File: src/rtl/mem_arb_pkg.sv
// Shared types and constants for the unified-memory arbiter between fetch and load/store.
package mem_arb_pkg;

    typedef enum logic [1:0] {
        IDLE = 2'd0,
        WAIT = 2'd1,
        RESP = 2'd2
    } arb_state_t;

    typedef enum logic {
        OWN_INSTR = 1'b0,
        OWN_DATA  = 1'b1
    } owner_t;

    localparam logic [3:0] BYTE_EN_ALL = 4'hF;

    function automatic logic [31:0] sat_inc32(input logic [31:0] v);
        sat_inc32 = (v == 32'hFFFF_FFFF) ? v : v + 32'd1;
    endfunction

endpackage

File: src/rtl/mem_arbiter.sv
// Arbitrates a single-ported memory between fetch and data ports; data has priority, bounded by a burst limit.
// Optional stall counters are enabled with `define MEM_ARB_PERF_CNT_EN.
module mem_arbiter
    import mem_arb_pkg::*;
#(
    parameter int ADDR_W         = 32,
    parameter int DATA_W         = 32,
    parameter int MEM_LATENCY    = 1,
    parameter int MAX_DATA_BURST = 4
) (
    input  logic              clk,
    input  logic              rst_n,
    input  logic              i_req,
    input  logic [ADDR_W-1:0] i_addr,
    output logic [DATA_W-1:0] i_rdata,
    output logic              i_valid,
    input  logic              d_req,
    input  logic              d_we,
    input  logic [ADDR_W-1:0] d_addr,
    input  logic [DATA_W-1:0] d_wdata,
    input  logic [3:0]        d_byte_en,
    output logic [DATA_W-1:0] d_rdata,
    output logic              d_valid,
    output logic [ADDR_W-1:0] m_addr,
    output logic [DATA_W-1:0] m_wdata,
    output logic              m_we,
    output logic [3:0]        m_byte_en,
    input  logic [DATA_W-1:0] m_rdata
`ifdef MEM_ARB_PERF_CNT_EN
    ,
    output logic [31:0]       perf_i_stall,
    output logic [31:0]       perf_d_stall
`endif
);

    localparam int          BW        = $clog2(MAX_DATA_BURST + 1);
    localparam logic [BW-1:0] BURST_MAX = BW'(MAX_DATA_BURST);
    localparam logic [2:0]  LAT_INIT  = 3'(MEM_LATENCY);

    arb_state_t        r_state;
    arb_state_t        w_state_nxt;
    owner_t            r_owner;
    logic [BW-1:0]     r_burst_cnt;
    logic [2:0]        r_lat_cnt;
    logic              r_we;
    logic [ADDR_W-1:0] r_m_addr;
    logic [DATA_W-1:0] r_m_wdata;
    logic [3:0]        r_m_byte_en;
    logic              r_m_we;
    logic [DATA_W-1:0] r_i_rdata;
    logic [DATA_W-1:0] r_d_rdata;
    logic              r_i_valid;
    logic              r_d_valid;
    logic              w_grant_d;
    logic              w_grant_i;
    logic              w_capture;

    // State register
    always_ff @(posedge clk) begin
        if (!rst_n) begin
            r_state <= IDLE;
        end else begin
            r_state <= w_state_nxt;
        end
    end

    // Next-state logic
    always_comb begin
        w_state_nxt = IDLE;
        case (r_state)
            IDLE:    w_state_nxt = (w_grant_d || w_grant_i) ? WAIT : IDLE;
            WAIT:    w_state_nxt = w_capture ? RESP : WAIT;
            RESP:    w_state_nxt = IDLE;
            default: w_state_nxt = IDLE;
        endcase
    end

    // FSM decode: grant selection in IDLE (fetch forced once the data burst limit is hit), capture in WAIT
    always_comb begin
        w_grant_d = 1'b0;
        w_grant_i = 1'b0;
        w_capture = 1'b0;
        case (r_state)
            IDLE: begin
                if (d_req && !(i_req && (r_burst_cnt == BURST_MAX))) begin
                    w_grant_d = 1'b1;
                end else begin
                    w_grant_i = i_req;
                end
            end
            WAIT:    w_capture = (r_lat_cnt == 3'd1);
            RESP:    w_capture = 1'b0;
            default: w_capture = 1'b0;
        endcase
    end

    // Transaction latches, latency countdown, read-data capture and completion pulses
    always_ff @(posedge clk) begin
        if (!rst_n) begin
            r_owner     <= OWN_INSTR;
            r_lat_cnt   <= 3'd0;
            r_we        <= 1'b0;
            r_m_addr    <= '0;
            r_m_wdata   <= '0;
            r_m_byte_en <= 4'h0;
            r_m_we      <= 1'b0;
            r_i_rdata   <= '0;
            r_d_rdata   <= '0;
            r_i_valid   <= 1'b0;
            r_d_valid   <= 1'b0;
        end else begin
            r_i_valid <= 1'b0;
            r_d_valid <= 1'b0;
            r_m_we    <= 1'b0;
            if (w_grant_d) begin
                r_owner     <= OWN_DATA;
                r_m_addr    <= d_addr;
                r_m_wdata   <= d_wdata;
                r_m_byte_en <= d_byte_en;
                r_we        <= d_we;
                r_m_we      <= d_we;
                r_lat_cnt   <= LAT_INIT;
            end else if (w_grant_i) begin
                r_owner     <= OWN_INSTR;
                r_m_addr    <= i_addr;
                r_m_wdata   <= '0;
                r_m_byte_en <= BYTE_EN_ALL;
                r_we        <= 1'b0;
                r_lat_cnt   <= LAT_INIT;
            end else if (r_state == WAIT) begin
                r_lat_cnt <= r_lat_cnt - 3'd1;
            end else begin
                r_lat_cnt <= r_lat_cnt;
            end
            if (w_capture) begin
                if (r_owner == OWN_DATA) begin
                    r_d_rdata <= r_we ? '0 : m_rdata;
                    r_d_valid <= 1'b1;
                end else begin
                    r_i_rdata <= m_rdata;
                    r_i_valid <= 1'b1;
                end
            end
        end
    end

    // Saturating count of consecutive data grants taken while fetch is waiting
    always_ff @(posedge clk) begin
        if (!rst_n) begin
            r_burst_cnt <= '0;
        end else if (w_grant_d && i_req) begin
            if (r_burst_cnt != BURST_MAX) begin
                r_burst_cnt <= r_burst_cnt + BW'(1);
            end
        end else if (w_grant_d || w_grant_i) begin
            r_burst_cnt <= '0;
        end
    end

`ifdef MEM_ARB_PERF_CNT_EN
    logic [31:0] r_perf_i_stall;
    logic [31:0] r_perf_d_stall;

    // Stall counters: cycles with a pending request and no completion pulse
    always_ff @(posedge clk) begin
        if (!rst_n) begin
            r_perf_i_stall <= 32'd0;
            r_perf_d_stall <= 32'd0;
        end else begin
            if (i_req && !r_i_valid) begin
                r_perf_i_stall <= sat_inc32(r_perf_i_stall);
            end
            if (d_req && !r_d_valid) begin
                r_perf_d_stall <= sat_inc32(r_perf_d_stall);
            end
        end
    end

    assign perf_i_stall = r_perf_i_stall;
    assign perf_d_stall = r_perf_d_stall;
`endif

    assign i_rdata   = r_i_rdata;
    assign i_valid   = r_i_valid;
    assign d_rdata   = r_d_rdata;
    assign d_valid   = r_d_valid;
    assign m_addr    = r_m_addr;
    assign m_wdata   = r_m_wdata;
    assign m_we      = r_m_we;
    assign m_byte_en = r_m_byte_en;

endmodule

File: config.mk
export PLATFORM = sky130hd
export DESIGN_NAME = mem_arbiter
export DESIGN_NICKNAME = d
export VERILOG_FILES = /design/src/rtl/mem_arb_pkg.sv /design/src/rtl/mem_arbiter.sv
export SDC_FILE = /design/constraint.sdc
export NUM_CORES = 1
export LEC_CHECK = 0
export BUFFER_PORTS_ARGS = -buffer_cell sky130_fd_sc_hd__buf_2
export CAP_MARGIN = 20
export CORE_AREA = 5 5 122 124
export DETAILED_ROUTE_END_ITERATION = 10
export DIE_AREA = 0 0 127 129
export PLACE_DENSITY = 0.82
export SETUP_SLACK_MARGIN = 0.3
export SLEW_MARGIN = 20
export SYNTH_ARGS = -nofsm -noshare
export SYNTH_HDL_FRONTEND = slang
export SYNTH_SLANG_ARGS = --single-unit
File: constraint.sdc
create_clock -name clk -period 2.97 [get_ports clk]
set_clock_uncertainty 0.05 [all_clocks]
set_input_delay 0.594 -clock clk [delete_from_list [all_inputs] [get_ports clk]]
set_output_delay 0.594 -clock clk [all_outputs]
set_load 0.01 [all_outputs]
==> results.yml, run 1 <==
outcome:
  status: "complete, no violations"
floorplanning:
  core_um2: 13700
  start_util_pct: 43.9
  die_x_um: 127
  die_area_um2: 16400
  ios: 272
  rows: 43
  chipHeight_um: 129
clock_tree:
  tritoncts: "yes"
  post_cts_resized: 0
  cts.sinks: 145
  clkTransAtPathRegs_ns: 0.06
  htreeDepth: 4
  cts-hold-fix-buffers: 0
  clkLatencyLatePin_ns: 0.42
  cts_buffers: 17
  cts_setup_buffers: 0
  cts_root_buffer: "clkbuf_16"
  cts_buffer_depth: 2
synthesis:
  synth-compound-area-share_pct: 27.6
  netlist_area_um2: 5990
  synth_simple_gate_area_share_pct: 16.6
  async_flop_share_pct: 0
  avgSynthCellArea_um2: 8.96
  ys.flop_type: "dfxtp_1"
  yosys.area_share.xor_xnor_pct: 0.292
  syn_nets: 810
  synth_top_area_share_pct: 48.4
  synth_area_leader_cell: "dfxtp_1"
  yosys-mux-area-fraction_pct: 0
  synth_cells: 669
  synth_top_family_by_area: "compound AO/OA/AOI/OAI gates"
  synth_cell_types: 38
  ys_warn_count: 0
  synth.area.top_cells: "dfxtp_1 48%, o21ai_0 5.7%, a21oi_1 5.5%"
  yosys.area_share.adder_pct: 0.835
  synth_enable_flop_cells: 0
  ys_seq_area_share_pct: 48.4
  synth_seq_cells: 145
worst_setup_path:
  rr_worst_depth: 4
  worst_setup_path_end_kind: "flop"
  crit_required_ns: 3.28
  critPathLaunchType: "flop"
  path_class: "reg2reg"
  timing.rr.start: "r_state[1]"
  worst-path-max-fanout: 41
  regToRegSetupSlack_ns: 0.98
  r2r-end: "m_wdata[30]"
  cp.arrival_ns: 2.30
detailed_routing:
  drt_iter0_drc: 630
  wirelength_mm: 18.3
  vias: 6215
  detail_route.wl_per_cell_um: 16.9
  first_pass_iters: 5
  drc_errors: 0
  via_per_inst: 5.73
  antenna_left: 0
global_route:
  overflow: 0
  grt_pass1_wl_mm: 28.8
  grt_pass1_vias: 5780
  antenna_found_initial: 1
  grt_max_degree: 72
  grtUsageTotal_pct: 21.4
timing:
  hold_ws_ns: 0.336
  report.final.slew_viol_count: 0
  worstMarginPinSlew_ns: 1.03
  max_slew_margin_pct: 31.1
  setup_viol: 0
  min_period_ns: 1.99
  rsz0062_at_grt: "no"
  fin_crit_sh_pct: 66.9
  setup_tns_ns: 0
  fmax_mhz: 503
  hold_viol_final: 0
placement:
  portBuffers: 271
  dp_cells: 1052
  place.gp.congestion: 0.850
  dpl.hpwl_mm: 12.3
layout:
  diodes: 0
  nets: 1032
  fin_util_pct: 58.5
  fin_cells: 1084
  area.growth.synth_to_final_pct: 33.5
  drive_above_1_share_pct: 36.4
power_and_ir_drop:
  p_leak_nw: 3.51
  ir_drop_mv: 0.363
  power_density_nw_per_um2: 642
  p_total_mw: 5.13
worst_hold_path:
  hold_path_depth: 2
  hold_path.class: "in2reg"
  hold_end: "m_wdata[11]"
  min-delay-start: "d_wdata[11]"
flow_run:
  max_cap_violations: 0
-- kinds of logic (layout without fill, tap and decap cells) --
family	after synthesis	after routing
and+or+nand+nor	186	186
adders and majority gates	4	4
DFF	145	145
xor gates and xnor gates	2	2
buffers and inverters	90	325
AOI/OAI and AO/OA	242	242
-- critical path, cell delays in order (launching register included) --
cell,delay (ns)
dfxtp_1,0.50
or2_2,0.18
o21a_2,0.68
buf_4,0.34
a22o_1,0.15
-- Yosys cell counts, drive strengths merged (2+ instances only) --
| cell type | instances |
|---|---|
| dfxtp | 145 |
| o21ai | 68 |
| nand2 | 67 |
| a21oi | 66 |
| clkbuf | 59 |
| nor3 | 35 |
| a22o | 33 |
| nand3 | 33 |
| a2111oi | 32 |
| a221o | 32 |
| nand4b | 32 |
| buf | 23 |
| inv | 8 |
| nor2 | 6 |
| ha | 4 |
| o221a | 4 |
| o21a | 3 |
| nand4 | 2 |
| or4 | 2 |
| xnor2 | 2 |
-- worst max-delay path by stage --
stage / startpoint / end / slack, ns / depth (start not counted)
after global routing: r_lat_cnt[1] / d_rdata[22] / 0.82 / 6
after global placement: i_req / m_wdata[2] / 0.84 / 5
after floorplan: i_req / m_addr[25] / 1.08 / 6
final: r_state[1] / m_wdata[30] / 0.98 / 4
after CTS: r_state[1] / m_wdata[30] / 1.01 / 4
after detailed placement: i_req / m_wdata[23] / 0.81 / 5
-- cell type report --
type	count	area, um^2
Clock buffer	18	429
Sequential cell	145	2900
Fill cell	1195	5670
Tap cell	180	225
Multi-Input combinational cell	434	2760
Inverter	8	30.0
Clock inverter	14	179
Timing Repair Buffer	285	1470
-- state kept, by name (all words and copies together), names as in the netlist --
| name | flops |
|---|---|
| i_rdata | 32 |
| d_rdata | 32 |
| r_owner | 1 |
| m_we | 1 |
| i_valid | 1 |
| m_byte_en | 4 |
| r_lat_cnt | 3 |
| r_state | 2 |
| m_wdata | 32 |
| r_burst_cnt | 3 |
| r_we | 1 |
| d_valid | 1 |
| m_addr | 32 |
-- per-stage QoR --
| stage | worst slack, ns | instance area [um^2] |
|---|---|---|
| after CTS | 1.01 | 8000 |
| after global routing | 0.824 | 8000 |
| after global placement | 0.841 | 7390 |
| after detailed placement | 0.812 | 7390 |
| after floorplan | 1.08 | 5990 |
| final | 0.982 | 8000 |
-- power breakdown --
part           internal [mW]  total (mW)  switching, mW
Sequential              2.07        2.15         0.0813
Combinational          0.313       0.784          0.471
Clock                   1.34        2.19          0.858
Total                   3.72        5.13           1.41
-- per-layer routing --
layer | global-route usage [%] | share of wire [%] | vias up
met2 | 33.9 | 48 | 314
met4 | 6.56 | 1.5 | 2
met3 | 7.43 | 10 | 23
li1 | - | - | 2951
met5 | 0 | 0.038 | -
met1 | 27.6 | 40 | 2925
-- cell usage in the layout (no fill, tap or decap), types with 32 or more instances in the layout --
cell type and count:
dfxtp_1 144, buf_2 271, nor3_1 34, a221o_1 32
o21ai_0 68, a2111oi_0 32, a22o_1 33, nand4b_1 32
nand3_1 33, nand2_1 67, a21oi_1 66
Power figures use the tool's default switching activity.
==> inputs of run 2 (changes only) <==
ABC_AREA = 1   (was unset)
CORE_AREA = 5 5 123 125   (was 5 5 122 124)
DIE_AREA = 0 0 128 130   (was 0 0 127 129)
clock period = 1.83 ns   (was 2.97 ns; I/O delays follow)
==> results.yml, run 2 <==
detailed_routing:
  vias: 6460
  first_pass_iters: 6
  antenna_left: 0
  via_per_inst: 4.81
  detail_route.wl_per_cell_um: 13.7
  drt_iter0_drc: 413
  drc_errors: 0
  wirelength_mm: 18.3
worst_setup_path:
  rr_worst_depth: 10
  cp_slowest_cell: "dfxtp_2"
  crit_top_cell: "nand2_4"
  crit_buf_inv: 3
  setup.worst_path.start: "r_lat_cnt[1]"
  crit_required_ns: 2.07
  worst_setup_path_end_kind: "flop"
  critPathTopFamily: "simple AND/OR/NAND/NOR gates"
  path_cells: "inv_2, ha_4, nand2_4, inv_2, nand2_4, nor2_4, clkbuf_16, nand2_4, nand2_2, nor2_1"
  max_stage_delay_ns: 0.32
  timing.rr.start: "r_lat_cnt[1]"
  path_class: "reg2reg"
  cp.arrival_ns: 1.72
  worst-path-max-fanout: 8
  regToRegSetupSlack_ns: 0.35
  cp_num_cells: 10
  critPathLaunchType: "flop"
worst_hold_path:
  hold_path_depth: 3
  min-delay-start: "d_byte_en[3]"
  hold_path.class: "in2reg"
placement:
  portBuffers: 271
  dpl.hpwl_mm: 12.5
  dpl_cell_area_um2: 7670
  place.gp.congestion: 0.852
  dpl_worst_slack_ns: 0.273
layout:
  final_area_um2: 8570
  final_cell_mix: "280 x nand2_1, 271 x buf_2, 143 x dfxtp_1, 135 x inv_1, 97 x nand3_1"
  diodes: 0
  drive_above_1_share_pct: 32.6
  nets: 1291
  fill_cells: 1234
  mostFrequentLayoutCell: "nand2_1"
  area.growth.synth_to_final_pct: 39.6
global_route:
  grt_pass1_wl_mm: 27.5
  grt_use_met1_pct: 24.5
  grt_pass1_vias: 5906
  met2_usage_pct: 33.9
  grt_max_degree: 71
  use_met3_pct: 6.88
  antenna_found_initial: 0
  grtUsageTotal_pct: 20.3
  busiest_layer: "met2"
  overflow: 0
synthesis:
  synth_top_area_share_pct: 47.3
  ys_seq_area_share_pct: 47.3
  netlist_area_um2: 6140
  synth_cell_types: 25
  synth_area_leader_cell: "dfxtp_1"
  synth_seq_cells: 145
  ys.flop_type: "dfxtp_1"
  yosysMostFrequentCell: "nand2_1"
  synth_cells: 883
  async_flop_share_pct: 0
  avgSynthCellArea_um2: 6.95
  ys_warn_count: 0
  synth_enable_flop_cells: 0
  syn_nets: 1024
  synth.area.top_cells: "dfxtp_1 47%, nand2_1 18%, inv_1 8.4%"
  synth_common_cells: "298 x nand2_1, 145 x dfxtp_1, 137 x inv_1"
timing:
  setup_ws_ns: 0.346
  max_slew_margin_pct: 69.0
  hold_viol_final: 0
  setup_tns_ns: 0
  hold_ws_ns: 0.133
  fin_crit_sh_pct: 81.1
  rsz0062_at_grt: "yes"
  min_period_ns: 1.48
  worstMarginPinSlew_ns: 0.464
  setup_viol: 0
  report.final.slew_viol_count: 0
  fmax_mhz: 674
power_and_ir_drop:
  ir_drop_mv: 0.966
  power_frac_clock_pct: 43.4
  pwr-share-seq_pct: 39.9
  power_density_nw_per_um2: 1030
  switchingPower_mw: 2.33
  netSwitchingFraction_pct: 26.3
  p_int_mw: 6.53
  p_total_mw: 8.86
  p_leak_nw: 4.71
  power_frac_comb_pct: 16.7
clock_tree:
  tritoncts: "yes"
  cts.sinks: 145
  cts_root_buffer: "clkbuf_16"
  clkLatencyLatePin_ns: 0.41
  cts_buffer_depth: 2
  cts_buffers: 17
  clkTransAtPathRegs_ns: 0.06
  htreeDepth: 4
floorplanning:
  die_x_um: 128
  start_util_pct: 44.6
  core_um2: 13800
  ios: 272
  rows: 43
  die_area_um2: 16600
  chipHeight_um: 130
outcome:
  status: "complete, no violations"
flow_run:
  max_cap_violations: 0
-- run 2: cell types whose count changed after synthesis, sizes merged, moves of 33 or more --
cell | previous run | this run
nor2 | 6 | 61
nand3 | 33 | 99
clkbuf | 59 | 16
a22o | 33 | 0
nand2 | 67 | 303
nor3 | 35 | 0
inv | 8 | 143
-- run 2: kinds of logic (layout without fill, tap and decap cells) --
family	count (synthesis)	after routing	synth area share [%]
fa+ha+maj	4	4	0.815
compound gates	76	76	7.01
buf+inv	191	470	13.3
flops	145	145	47.3
simple gates	465	466	31.3
xor+xnor	2	2	0.285
-- run 2: metrics by stage --
stage,cells,utilization (%)
2_1_floorplan,883,-
3_3_place_gp,1303,55.7
3_5_place_dp,1303,55.7
4_1_cts,1335,60.5
5_1_grt,1343,62.2
6_report,1343,62.2
-- run 2: power groups by stage --
stage | sequential, mW | combinational (mW) | clock (mW)
3_3_place_gp | 3.59 | 1.36 | 0
2_1_floorplan | 3.69 | 0.693 | 0
5_1_grt | 3.56 | 1.64 | 4.03
3_5_place_dp | 3.59 | 1.38 | 0
6_report | 3.54 | 1.48 | 3.85
4_1_cts | 3.53 | 1.39 | 3.90
-- run 2: timing repair --
| item | 4_1_cts | 5_1_grt |
|---|---|---|
| pin swaps | 0 | 9 |
| cloned | 0 | 6 |
| buffers inserted | 0 | 2 |
| endpoints found under the setup margin | 10 | 97 |
| gates resized for setup | 2 | 33 |
| hold buffers | 0 | 0 |
| hold endpoints to repair | 0 | 0 |
-- run 2: worst paths after layout --
check	end
max	d_rdata[24]
min	m_byte_en[3]
max reg2reg	d_rdata[24]
min reg2reg	m_addr[16]
-- run 2: cell type report --
class	instances	area (um^2)	area share, %
Clock buffer	23	478	5.58
Timing Repair Buffer	295	1720	20.1
Inverter	143	537	6.26
Tap cell	180	225	2.63
Sequential cell	145	2910	33.9
Multi-Input combinational cell	548	2530	29.5
Clock inverter	9	178	2.07
-- run 2: worst register-to-register path: cells and delay by family (launching register included) --
family / cells / cell delay [ns]
fa+ha+maj: 1 / 0.14
buf+inv: 3 / 0.36
flops: 1 / 0.32
simple gates: 6 / 0.49
-- run 2: routing by layer --
layer  share of wire [%]  wire [um]
met1                  40       7360
met2                  48       8780
met3                 9.6       1750
met4                 2.4        442
met5                   0          0
